## config.mk

```make
export PLATFORM = sky130hd
export DESIGN_NAME = fetch_prefetch
export DESIGN_NICKNAME = d
export VERILOG_FILES = /design/src/rtl/fetch_prefetch_pkg.sv /design/src/rtl/fetch_queue.sv /design/src/rtl/fetch_prefetch.sv
export SDC_FILE = /design/constraint.sdc
export NUM_CORES = 1
export LEC_CHECK = 0
export ABC_AREA = 0
export CAP_MARGIN = 30
export CORE_ASPECT_RATIO = 1.2
export CORE_MARGIN = 2
export CORE_UTILIZATION = 45
export CTS_BUF_LIST = sky130_fd_sc_hd__clkbuf_8 sky130_fd_sc_hd__clkbuf_16
export CTS_CLUSTER_DIAMETER = 200
export CTS_CLUSTER_SIZE = 14
export DETAILED_ROUTE_END_ITERATION = 10
export PLACE_DENSITY = 0.68
export RECOVER_POWER = 25
export SLEW_MARGIN = 5
export SYNTH_ARGS = -nofsm -noshare
export SYNTH_HDL_FRONTEND = slang
export SYNTH_SLANG_ARGS = --single-unit
```

## constraint.sdc

```tcl
create_clock -name clk -period 3.7 [get_ports clk]
set_clock_uncertainty 0.2 [all_clocks]
set_input_delay 0.37 -clock clk [delete_from_list [all_inputs] [get_ports clk]]
set_output_delay 0.37 -clock clk [all_outputs]
set_load 0.01 [all_outputs]
```

## src/rtl/fetch_prefetch_pkg.sv

```systemverilog
// Shared fetch-stage definitions: the prefetch FSM state encoding and the default NOP encoding.
package fetch_prefetch_pkg;

  typedef enum logic [1:0] {
    ST_IDLE   = 2'd0,
    ST_WAIT   = 2'd1,
    ST_SQUASH = 2'd2,
    ST_HALTED = 2'd3
  } fetch_state_e;

  localparam logic [15:0] NOP_INST_DEFAULT = 16'h0800;

endpackage

```

## src/rtl/fetch_queue.sv

```systemverilog
// Instruction queue for the prefetcher: power-of-2 FIFO with push, pop, flush, full, empty and count.
module fetch_queue #(
  parameter int WIDTH = 32,
  parameter int DEPTH = 4
) (
  input  logic                       clk_i,
  input  logic                       rst_ni,
  input  logic                       push_i,
  input  logic [WIDTH-1:0]           push_data_i,
  input  logic                       pop_i,
  input  logic                       flush_i,
  output logic [WIDTH-1:0]           head_o,
  output logic                       full_o,
  output logic                       empty_o,
  output logic [$clog2(DEPTH+1)-1:0] count_o
);

  localparam int AW = $clog2(DEPTH);
  localparam int CW = $clog2(DEPTH+1);

  logic [WIDTH-1:0] mem_q [DEPTH];
  logic [AW-1:0]    wr_ptr_q, wr_ptr_d;
  logic [AW-1:0]    rd_ptr_q, rd_ptr_d;
  logic [CW-1:0]    count_q, count_d;
  logic             do_push, do_pop;

  assign full_o  = (count_q == CW'(DEPTH));
  assign empty_o = (count_q == '0);
  assign count_o = count_q;
  assign head_o  = mem_q[rd_ptr_q];

  // A push into a full queue is legal only when the head leaves in the same cycle.
  assign do_pop  = pop_i & ~empty_o;
  assign do_push = push_i & (~full_o | do_pop);

  always_comb begin
    wr_ptr_d = wr_ptr_q;
    rd_ptr_d = rd_ptr_q;
    count_d  = count_q;
    if (flush_i) begin
      wr_ptr_d = '0;
      rd_ptr_d = '0;
      count_d  = '0;
    end else begin
      if (do_push) wr_ptr_d = wr_ptr_q + AW'(1);
      if (do_pop)  rd_ptr_d = rd_ptr_q + AW'(1);
      unique case ({do_push, do_pop})
        2'b10:   count_d = count_q + CW'(1);
        2'b01:   count_d = count_q - CW'(1);
        default: count_d = count_q;
      endcase
    end
  end

  always_ff @(posedge clk_i) begin
    if (!rst_ni) begin
      wr_ptr_q <= '0;
      rd_ptr_q <= '0;
      count_q  <= '0;
    end else begin
      wr_ptr_q <= wr_ptr_d;
      rd_ptr_q <= rd_ptr_d;
      count_q  <= count_d;
    end
  end

  always_ff @(posedge clk_i) begin
    if (do_push && !flush_i) mem_q[wr_ptr_q] <= push_data_i;
  end

endmodule

```

## src/rtl/fetch_prefetch.sv

```systemverilog
// Instruction prefetcher: single-outstanding fetch FSM feeding a small instruction queue.
// Define FETCH_PERF_CNT_EN to add the stall_cnt / flush_cnt performance counters.
//
// state     | meaning
// ----------+---------------------------------------------------------
// ST_IDLE   | no request outstanding; issue when queue has room
// ST_WAIT   | request outstanding; response will be queued
// ST_SQUASH | request outstanding after a redirect; response dropped
// ST_HALTED | halt asserted, no new requests
module fetch_prefetch
  import fetch_prefetch_pkg::*;
#(
  parameter int                    DATA_WIDTH = 16,
  parameter int                    DEPTH      = 4,
  parameter logic [DATA_WIDTH-1:0] RESET_PC   = '0,
  parameter logic [DATA_WIDTH-1:0] NOP_INST   = DATA_WIDTH'(NOP_INST_DEFAULT)
) (
  input  logic                  clk,
  input  logic                  rst,
  output logic                  mem_req,
  output logic [DATA_WIDTH-1:0] mem_addr,
  input  logic                  mem_done,
  input  logic [DATA_WIDTH-1:0] mem_data,
  input  logic                  mem_err,
  output logic [DATA_WIDTH-1:0] inst,
  output logic [DATA_WIDTH-1:0] inst_pc,
  output logic [DATA_WIDTH-1:0] inc_pc,
  output logic                  inst_valid,
  input  logic                  inst_ready,
  input  logic                  redirect,
  input  logic [DATA_WIDTH-1:0] redirect_addr,
  input  logic                  halt,
  output logic                  err
`ifdef FETCH_PERF_CNT_EN
  ,
  output logic [31:0]           stall_cnt,
  output logic [31:0]           flush_cnt
`endif
);

  localparam int DW = DATA_WIDTH;
  localparam int CW = $clog2(DEPTH+1);

  fetch_state_e    state_q, state_d;
  logic [DW-1:0]   pc_q, pc_d;
  logic [DW-1:0]   req_addr_q, req_addr_d;
  logic            err_q, err_d;
  logic [DW:0]     pc_sum;
  logic            resp_keep, pop_fire, room;
  logic            q_full, q_empty;
  logic [CW-1:0]   q_count;
  logic [2*DW-1:0] q_head;

  assign pop_fire  = inst_valid & inst_ready;
  assign resp_keep = (state_q == ST_WAIT) & mem_done & ~redirect;
  // Counting the head leaving this cycle lets a full queue re-request one cycle earlier.
  assign room      = ~q_full | pop_fire;
  assign pc_sum    = {1'b0, pc_q} + {{(DW-1){1'b0}}, 2'b10};

  fetch_queue #(
    .WIDTH (2*DW),
    .DEPTH (DEPTH)
  ) u_queue (
    .clk_i       (clk),
    .rst_ni      (rst),
    .push_i      (resp_keep),
    .push_data_i ({req_addr_q, mem_data}),
    .pop_i       (pop_fire & ~redirect),
    .flush_i     (redirect),
    .head_o      (q_head),
    .full_o      (q_full),
    .empty_o     (q_empty),
    .count_o     (q_count)
  );

  always_comb begin
    state_d    = state_q;
    pc_d       = pc_q;
    req_addr_d = req_addr_q;
    err_d      = err_q;

    if (resp_keep) begin
      pc_d = pc_sum[DW-1:0];
      if (mem_err || pc_sum[DW]) err_d = 1'b1;
    end
    if (redirect) pc_d = redirect_addr;

    unique case (state_q)
      ST_IDLE: begin
        if (redirect) begin
          state_d = ST_IDLE;
        end else if (halt) begin
          state_d = ST_HALTED;
        end else if (room) begin
          state_d    = ST_WAIT;
          req_addr_d = pc_q;
        end
      end
      ST_WAIT: begin
        if (mem_done)      state_d = ST_IDLE;
        else if (redirect) state_d = ST_SQUASH;
      end
      ST_SQUASH: begin
        if (mem_done) state_d = ST_IDLE;
      end
      ST_HALTED: begin
        if (redirect || !halt) state_d = ST_IDLE;
      end
      default: state_d = ST_IDLE;
    endcase
  end

  always_ff @(posedge clk) begin
    if (!rst) begin
      state_q    <= ST_IDLE;
      pc_q       <= RESET_PC;
      req_addr_q <= RESET_PC;
      err_q      <= 1'b0;
    end else begin
      state_q    <= state_d;
      pc_q       <= pc_d;
      req_addr_q <= req_addr_d;
      err_q      <= err_d;
    end
  end

  assign mem_req    = (state_q == ST_WAIT) || (state_q == ST_SQUASH);
  assign mem_addr   = mem_req ? req_addr_q : pc_q;
  assign inst_valid = (q_count != '0);
  assign inst       = q_empty ? NOP_INST : q_head[DW-1:0];
  assign inst_pc    = q_head[2*DW-1:DW];
  assign inc_pc     = inst_pc + DW'(2);
  assign err        = err_q;

`ifdef FETCH_PERF_CNT_EN
  logic [31:0] stall_q, flush_q;

  always_ff @(posedge clk) begin
    if (!rst) begin
      stall_q <= '0;
      flush_q <= '0;
    end else begin
      if (inst_ready && !inst_valid) stall_q <= stall_q + 32'd1;
      if (redirect)                  flush_q <= flush_q + 32'd1;
    end
  end

  assign stall_cnt = stall_q;
  assign flush_cnt = flush_q;
`endif

endmodule
```

==> impl_metrics.json, run 1 <==
{
  "final_cells": 829,
  "yosys_warnings": 0,
  "hold_buffers": 0,
  "tritoncts": "built",
  "intPower_mw": 3.29,
  "holdWs_ns": 0.324,
  "clk_path_buf_depth": 2,
  "multi_input_area_um2": 2530,
  "required_ns": 3.13,
  "numPortBuffers": 105,
  "path_max_fanout": 6,
  "outcome": "finished, final reports clean",
  "grt_pass1_vias": 4405,
  "r2r_setup_slack_ns": 0.94,
  "power_switching_mw": 0.869,
  "numCtsBuffers": 17,
  "crit_arrival_ns": 2.96,
  "cts.clk_slew.worst_paths_ns": 0.06,
  "nets": 655,
  "area.sequential_um2": 4730,
  "placed_cells": 797,
  "fmax_mhz": 283,
  "grt_antenna_before_repair": 0,
  "initial_core_util_pct": 46.0,
  "peakVddDrop_mv": 0.324,
  "insertion_delay_ns": 0.41,
  "synth_edf_count": 128,
  "path_buf_inv": 1,
  "fp.dieW_um": 121,
  "gp_congestion": 0.783,
  "synth_cells": 494,
  "vias": 4307,
  "ys_seq_area_share_pct": 63.4,
  "power_frac_comb_pct": 7.8,
  "drc": 0,
  "slew_headroom_pct": 48.6,
  "yosys.area.top_type": "edfxtp_1",
  "fillCellCount": 1326,
  "drv_cap": 0,
  "die_y_um": 145,
  "p_sw_share_pct": 20.9,
  "postRouteAntennaNets": 0,
  "via_per_inst": 5.20,
  "post_route_cells_drive_above_1_share_pct": 15.7,
  "ys_ff_latch": 172,
  "dr.pass1.iters": 5,
  "diodes": 0,
  "power.share.clock_pct": 41.2,
  "cts_sinks": 172,
  "critPathSlowestCell": "mux4_1",
  "p_leak_nw": 3.23,
  "area.growth.synth_to_final_pct": 24.9,
  "clock-root-buffer": "clkbuf_16",
  "num_rows": 51,
  "ys.flop_type": "edfxtp_1",
  "criticalPathCategory": "reg2out",
  "min-delay-path-class": "reg2reg",
  "end_kind": "output pin",
  "power_mw": 4.16,
  "drt_iter0_markers": 350,
  "ys_top_cells_by_area": "edfxtp_1 (52%), dfxtp_1 (12%), mux4_2 (8.8%)",
  "synth_common_cells": "edfxtp_1 (128), dfxtp_1 (44), mux4_2 (29)",
  "track_usage_pct": 17.4,
  "die_area_um2": 17600,
  "slew_violations": 0,
  "setup_tns_ns": 0,
  "place_area_um2": 8720,
  "grt_pass1_wl_um": 23100,
  "core_um2": 16200,
  "postSynthAreaPerCell_um2": 15.1,
  "htreeDepth": 4,
  "ys_types": 52,
  "setup_viol": 0,
  "syn_area_um2": 7450,
  "final.period_utilization_pct": 95.4,
  "synth_top_area_share_pct": 51.6,
  "start_kind": "flip-flop",
  "hpwlAfterDp_um": 9850,
  "io_pins": 106,
  "grt_max_degree": 33,
  "yosysMostFrequentCell": "edfxtp_1",
  "cp_cell_sequence": "mux4_1, ha_1, nand3_1, a21oi_4, nand2_1, xnor2_1, clkdlybuf4s50_1",
  "crit_family": "multiplexers",
  "slowest_delay_ns": 0.71,
  "worst_pin_slew_ns": 0.766,
  "power-per-cell-area_nw_per_um2": 447,
  "synth.net_count": 545,
  "hold_violations": 0,
  "min_period_ns": 3.53,
  "seqPwrFrac_pct": 51.0,
  "wl_per_cell_um": 17.5,
  "async_flop_share_pct": 0,
  "drt-total-wl_um": 14500,
  "finish.instance_area_um2": 9310,
  "grt_overflow": 0
}
[registers in the layout, summed over array words and instances (netlist names), named ones only]
signal	count
u_queue.mem_q	128
pc_q	16
req_addr_q	16
u_queue.count_o	3
state_q	2
u_queue.rd_ptr_q	2
u_queue.wr_ptr_q	2
err	1
[layout by cell type (no fill, tap or decap), types with 5 or more instances in the layout]
| master | instances |
|---|---|
| nand4_1 | 7 |
| buf_4 | 11 |
| nor2b_1 | 20 |
| clkdlybuf4s50_1 | 97 |
| xor2_1 | 13 |
| dlygate4sd3_1 | 8 |
| nor2_1 | 19 |
| and2_1 | 25 |
| nand3_1 | 16 |
| xnor2_1 | 16 |
| a21oi_1 | 11 |
| inv_1 | 15 |
| dfxtp_1 | 42 |
| o211a_1 | 6 |
| mux4_2 | 29 |
| clkbuf_16 | 17 |
| edfxtp_1 | 128 |
| mux2_2 | 17 |
| ha_1 | 11 |
| nor3_1 | 6 |
| mux2i_1 | 18 |
| nand2_1 | 20 |
| o21ai_0 | 12 |
| nand2b_1 | 5 |
[power groups by stage]
stage / Combinational, mW / Clock, mW / Sequential, mW
floorplan: 0.175 / 0 / 2.15
global placement: 0.322 / 0 / 2.16
detailed placement: 0.326 / 0 / 2.16
CTS: 0.328 / 1.75 / 2.12
global route: 0.351 / 1.83 / 2.13
finish: 0.323 / 1.71 / 2.12
[what timing repair did]
item	4_1_cts	5_1_grt
gates resized for setup	0	1
endpoints found under the hold margin	0	0
endpoints found under the setup margin	0	3
buffers inserted	0	0
[final timing paths]
path / start / end / depth (start not counted)
setup / recovery: flip-flop / inc_pc[9] / 7
hold / removal: err / err / 2
setup reg to reg: state_q[1] / u_queue.mem_q[1][10] / 6
hold reg to reg: err / err / 2
[stage by stage]
stage | setup slack [ns] | utilization, %
final | 0.170 | 57.4
after global routing | -0.00460 | 57.4
after CTS | 0.0785 | 57.4
after detailed placement | 0.542 | 53.8
after global placement | 0.652 | 53.8
after floorplan | 1.08 | -
[tightest hold or removal path, stage by stage (launching register included)]
cell	delay, ns
dfxtp_1	0.35
nor3_1	0.06
nor2_1	0.08
[logic make-up (layout without fill, tap and decap cells)]
kind of cell / count (synthesis) / in the layout / share of synthesized area (%)
flops: 172 / 172 / 63.4
simple gates: 134 / 134 / 9.88
mux: 67 / 67 / 14.8
compound gates: 41 / 41 / 3.68
buf+inv: 39 / 162 / 2.67
xor+xnor: 29 / 29 / 3.41
fa+ha+maj: 12 / 12 / 2.12
[routing by layer]
layer  track usage (%)  up-vias  share of wire (%)
li1                  -     2064                  -
met1              23.1     2109                 43
met2              27.9      132                 50
met3              4.60        2                6.2
met5                 0        -                  0
met4              5.52        0               0.32
[cell type report]
cell class	instances	share of cell area (%)
Tap cell	212	2.85
Clock inverter	13	1.36
Multi-Input combinational cell	283	27.2
Inverter	13	0.524
Sequential cell	172	50.8
Timing Repair Buffer	117	12.4
Clock buffer	19	4.87
No activity file was read; power rests on OpenSTA's default activity.
==> run 2: changes to the inputs <==
==> constraint.sdc (replaced) <==
create_clock -name clk -period 3.66 [get_ports clk]
set_clock_uncertainty 0.2 [all_clocks]
set_input_delay 0.366 -clock clk [delete_from_list [all_inputs] [get_ports clk]]
set_output_delay 0.366 -clock clk [all_outputs]
set_load 0.01 [all_outputs]
==> impl_metrics.json, run 2 (synthesized netlist as in run 1, its figures left out) <==
{
  "outcome": "finished, final reports clean",
  "peakVddDrop_mv": 0.252,
  "slew_violations": 0,
  "track_usage_pct": 17.4,
  "holdPathStages": 2,
  "min_period_ns": 3.43,
  "intPower_mw": 3.28,
  "fillCellCount": 1306,
  "path_max_fanout": 10,
  "wl_per_cell_um": 17.6,
  "final.period_utilization_pct": 93.8,
  "dr.pass1.iters": 4,
  "pre_cts_ws_ns": 0.471,
  "die_y_um": 145,
  "hpwlAfterDp_um": 10100,
  "seqPwrFrac_pct": 51.5,
  "die_area_um2": 17600,
  "fp.dieW_um": 121,
  "largest_register": "u_queue.mem_q",
  "start_kind": "flip-flop",
  "largest_reg_flops": 128,
  "cts_setup_buffers": 0,
  "setup_viol": 0,
  "p_leak_nw": 3.23,
  "placed_cells": 798,
  "clk_path_buf_depth": 2,
  "drc": 0,
  "drt-total-wl_um": 14600,
  "vias": 4369,
  "r2r_start": "state_q[1]",
  "grt_max_degree": 33,
  "ctsResizeCount": 0,
  "required_ns": 3.09,
  "r2r_setup_slack_ns": 1.01,
  "crit_arrival_ns": 2.87,
  "core_um2": 16200,
  "power.share.clock_pct": 40.6,
  "clock-root-buffer": "clkbuf_16",
  "area.growth.synth_to_final_pct": 24.5,
  "end_kind": "output pin",
  "hold_buffers": 0,
  "cts_sinks": 172,
  "hold_violations": 0,
  "postRouteAntennaNets": 0,
  "mostFrequentLayoutCells": "edfxtp_1 (128), clkdlybuf4s50_1 (98), dfxtp_1 (42), mux4_2 (31), and2_1 (25)",
  "fmax_mhz": 291,
  "reg_top3": "u_queue.mem_q: 128 flops, pc_q: 16 flops, req_addr_q: 16 flops",
  "insertion_delay_ns": 0.42,
  "reg2regPathDepth": 6,
  "grt_setup_unrepaired": "no",
  "nets": 656,
  "final_cells": 830,
  "slew_headroom_pct": 48.7,
  "numCtsBuffers": 17,
  "r2r-end": "u_queue.mem_q[1][14]",
  "setup_tns_ns": 0,
  "power_frac_comb_pct": 7.8,
  "gp_congestion": 0.787,
  "finish.instance_area_um2": 9270,
  "setup_ws_ns": 0.227,
  "area.sequential_um2": 4730,
  "drt_iter0_markers": 331,
  "power-per-cell-area_nw_per_um2": 449,
  "post_route_cells_drive_above_1_share_pct": 15.9,
  "initial_core_util_pct": 46.0,
  "hp-start": "err",
  "diodes": 0,
  "worst_pin_slew_ns": 0.767,
  "drv_cap": 0,
  "power_mw": 4.16,
  "holdPathEnd": "err",
  "multi_input_area_um2": 2520,
  "final_common_cell": "edfxtp_1",
  "place_area_um2": 8710,
  "criticalPathCategory": "reg2out",
  "grt_overflow": 0,
  "grt_pass1_wl_um": 23600,
  "io_pins": 106,
  "grt_antenna_before_repair": 0,
  "cts.clk_slew.worst_paths_ns": 0.06,
  "num_rows": 51,
  "htreeDepth": 4,
  "numPortBuffers": 105,
  "p_sw_share_pct": 21.1,
  "power_switching_mw": 0.879,
  "min-delay-path-class": "reg2reg",
  "tritoncts": "built",
  "grt_pass1_vias": 4507,
  "via_per_inst": 5.26
}
## run 2: changes by cell type in the layout (fill, tap and decap cells not counted), sizes merged
| cell | previous run | this run |
|---|---|---|
| buf | 12 | 13 |
| clkbuf | 19 | 17 |
| clkdlybuf4s50 | 97 | 98 |
| clkinv | 5 | 7 |
| clkinvlp | 4 | 3 |
| dlygate4sd3 | 8 | 7 |
| inv | 15 | 16 |
## run 2: power groups by stage
stage / logic [mW] / clock network (mW) / registers [mW]
after floorplan: 0.177 / 0 / 2.18
after global placement: 0.326 / 0 / 2.18
after detailed placement: 0.330 / 0 / 2.19
after CTS: 0.332 / 1.73 / 2.15
after global routing: 0.355 / 1.80 / 2.15
final: 0.326 / 1.69 / 2.15
## run 2: per-layer routing
layer | vias to the layer above | part of all wire (%) | track usage (%)
met4 | 0 | 1.6 | 5.29
met2 | 132 | 48 | 27.8
met5 | - | 0 | 0
met1 | 2142 | 46 | 23.3
met3 | 20 | 5.1 | 4.91
li1 | 2075 | - | -
## run 2: final cells by class
| type | count | area share (%) |
|---|---|---|
| flip-flops and latches | 172 | 51.0 |
| clock buffers | 17 | 4.59 |
| inverters | 13 | 0.526 |
| multi-input cells | 283 | 27.1 |
| repair buffers | 118 | 12.4 |
| well taps | 212 | 2.86 |
| clock inverters | 15 | 1.46 |
## run 2: how the worst max path moves through the flow
stage	slack, ns	start	end	depth (start not counted)
after global routing	0.05	flip-flop	inc_pc[13]	7
after global placement	0.51	flip-flop	inc_pc[15]	7
after detailed placement	0.47	flip-flop	inc_pc[15]	7
after CTS	0.02	flip-flop	inc_pc[15]	7
final	0.23	flip-flop	inc_pc[10]	7
after floorplan	1.04	state_q[1]	u_queue.mem_q[0][0]	5
## run 2: worst max-delay path, stage by stage, from the launching register on
cell	delay, ns
dfxtp_4	0.46
buf_4	0.27
mux4_2	0.57
nand3_1	0.17
nor2_2	0.10
and3_1	0.20
xor2_1	0.12
clkdlybuf4s50_1	0.55
## run 2: stage by stage
stage / util (%) / hold slack, ns
CTS: 57.2 / 0.318
finish: 57.2 / 0.316
detailed placement: 53.8 / 0.301
global placement: 53.8 / 0.299
global route: 57.2 / 0.352
floorplan: - / 0.265
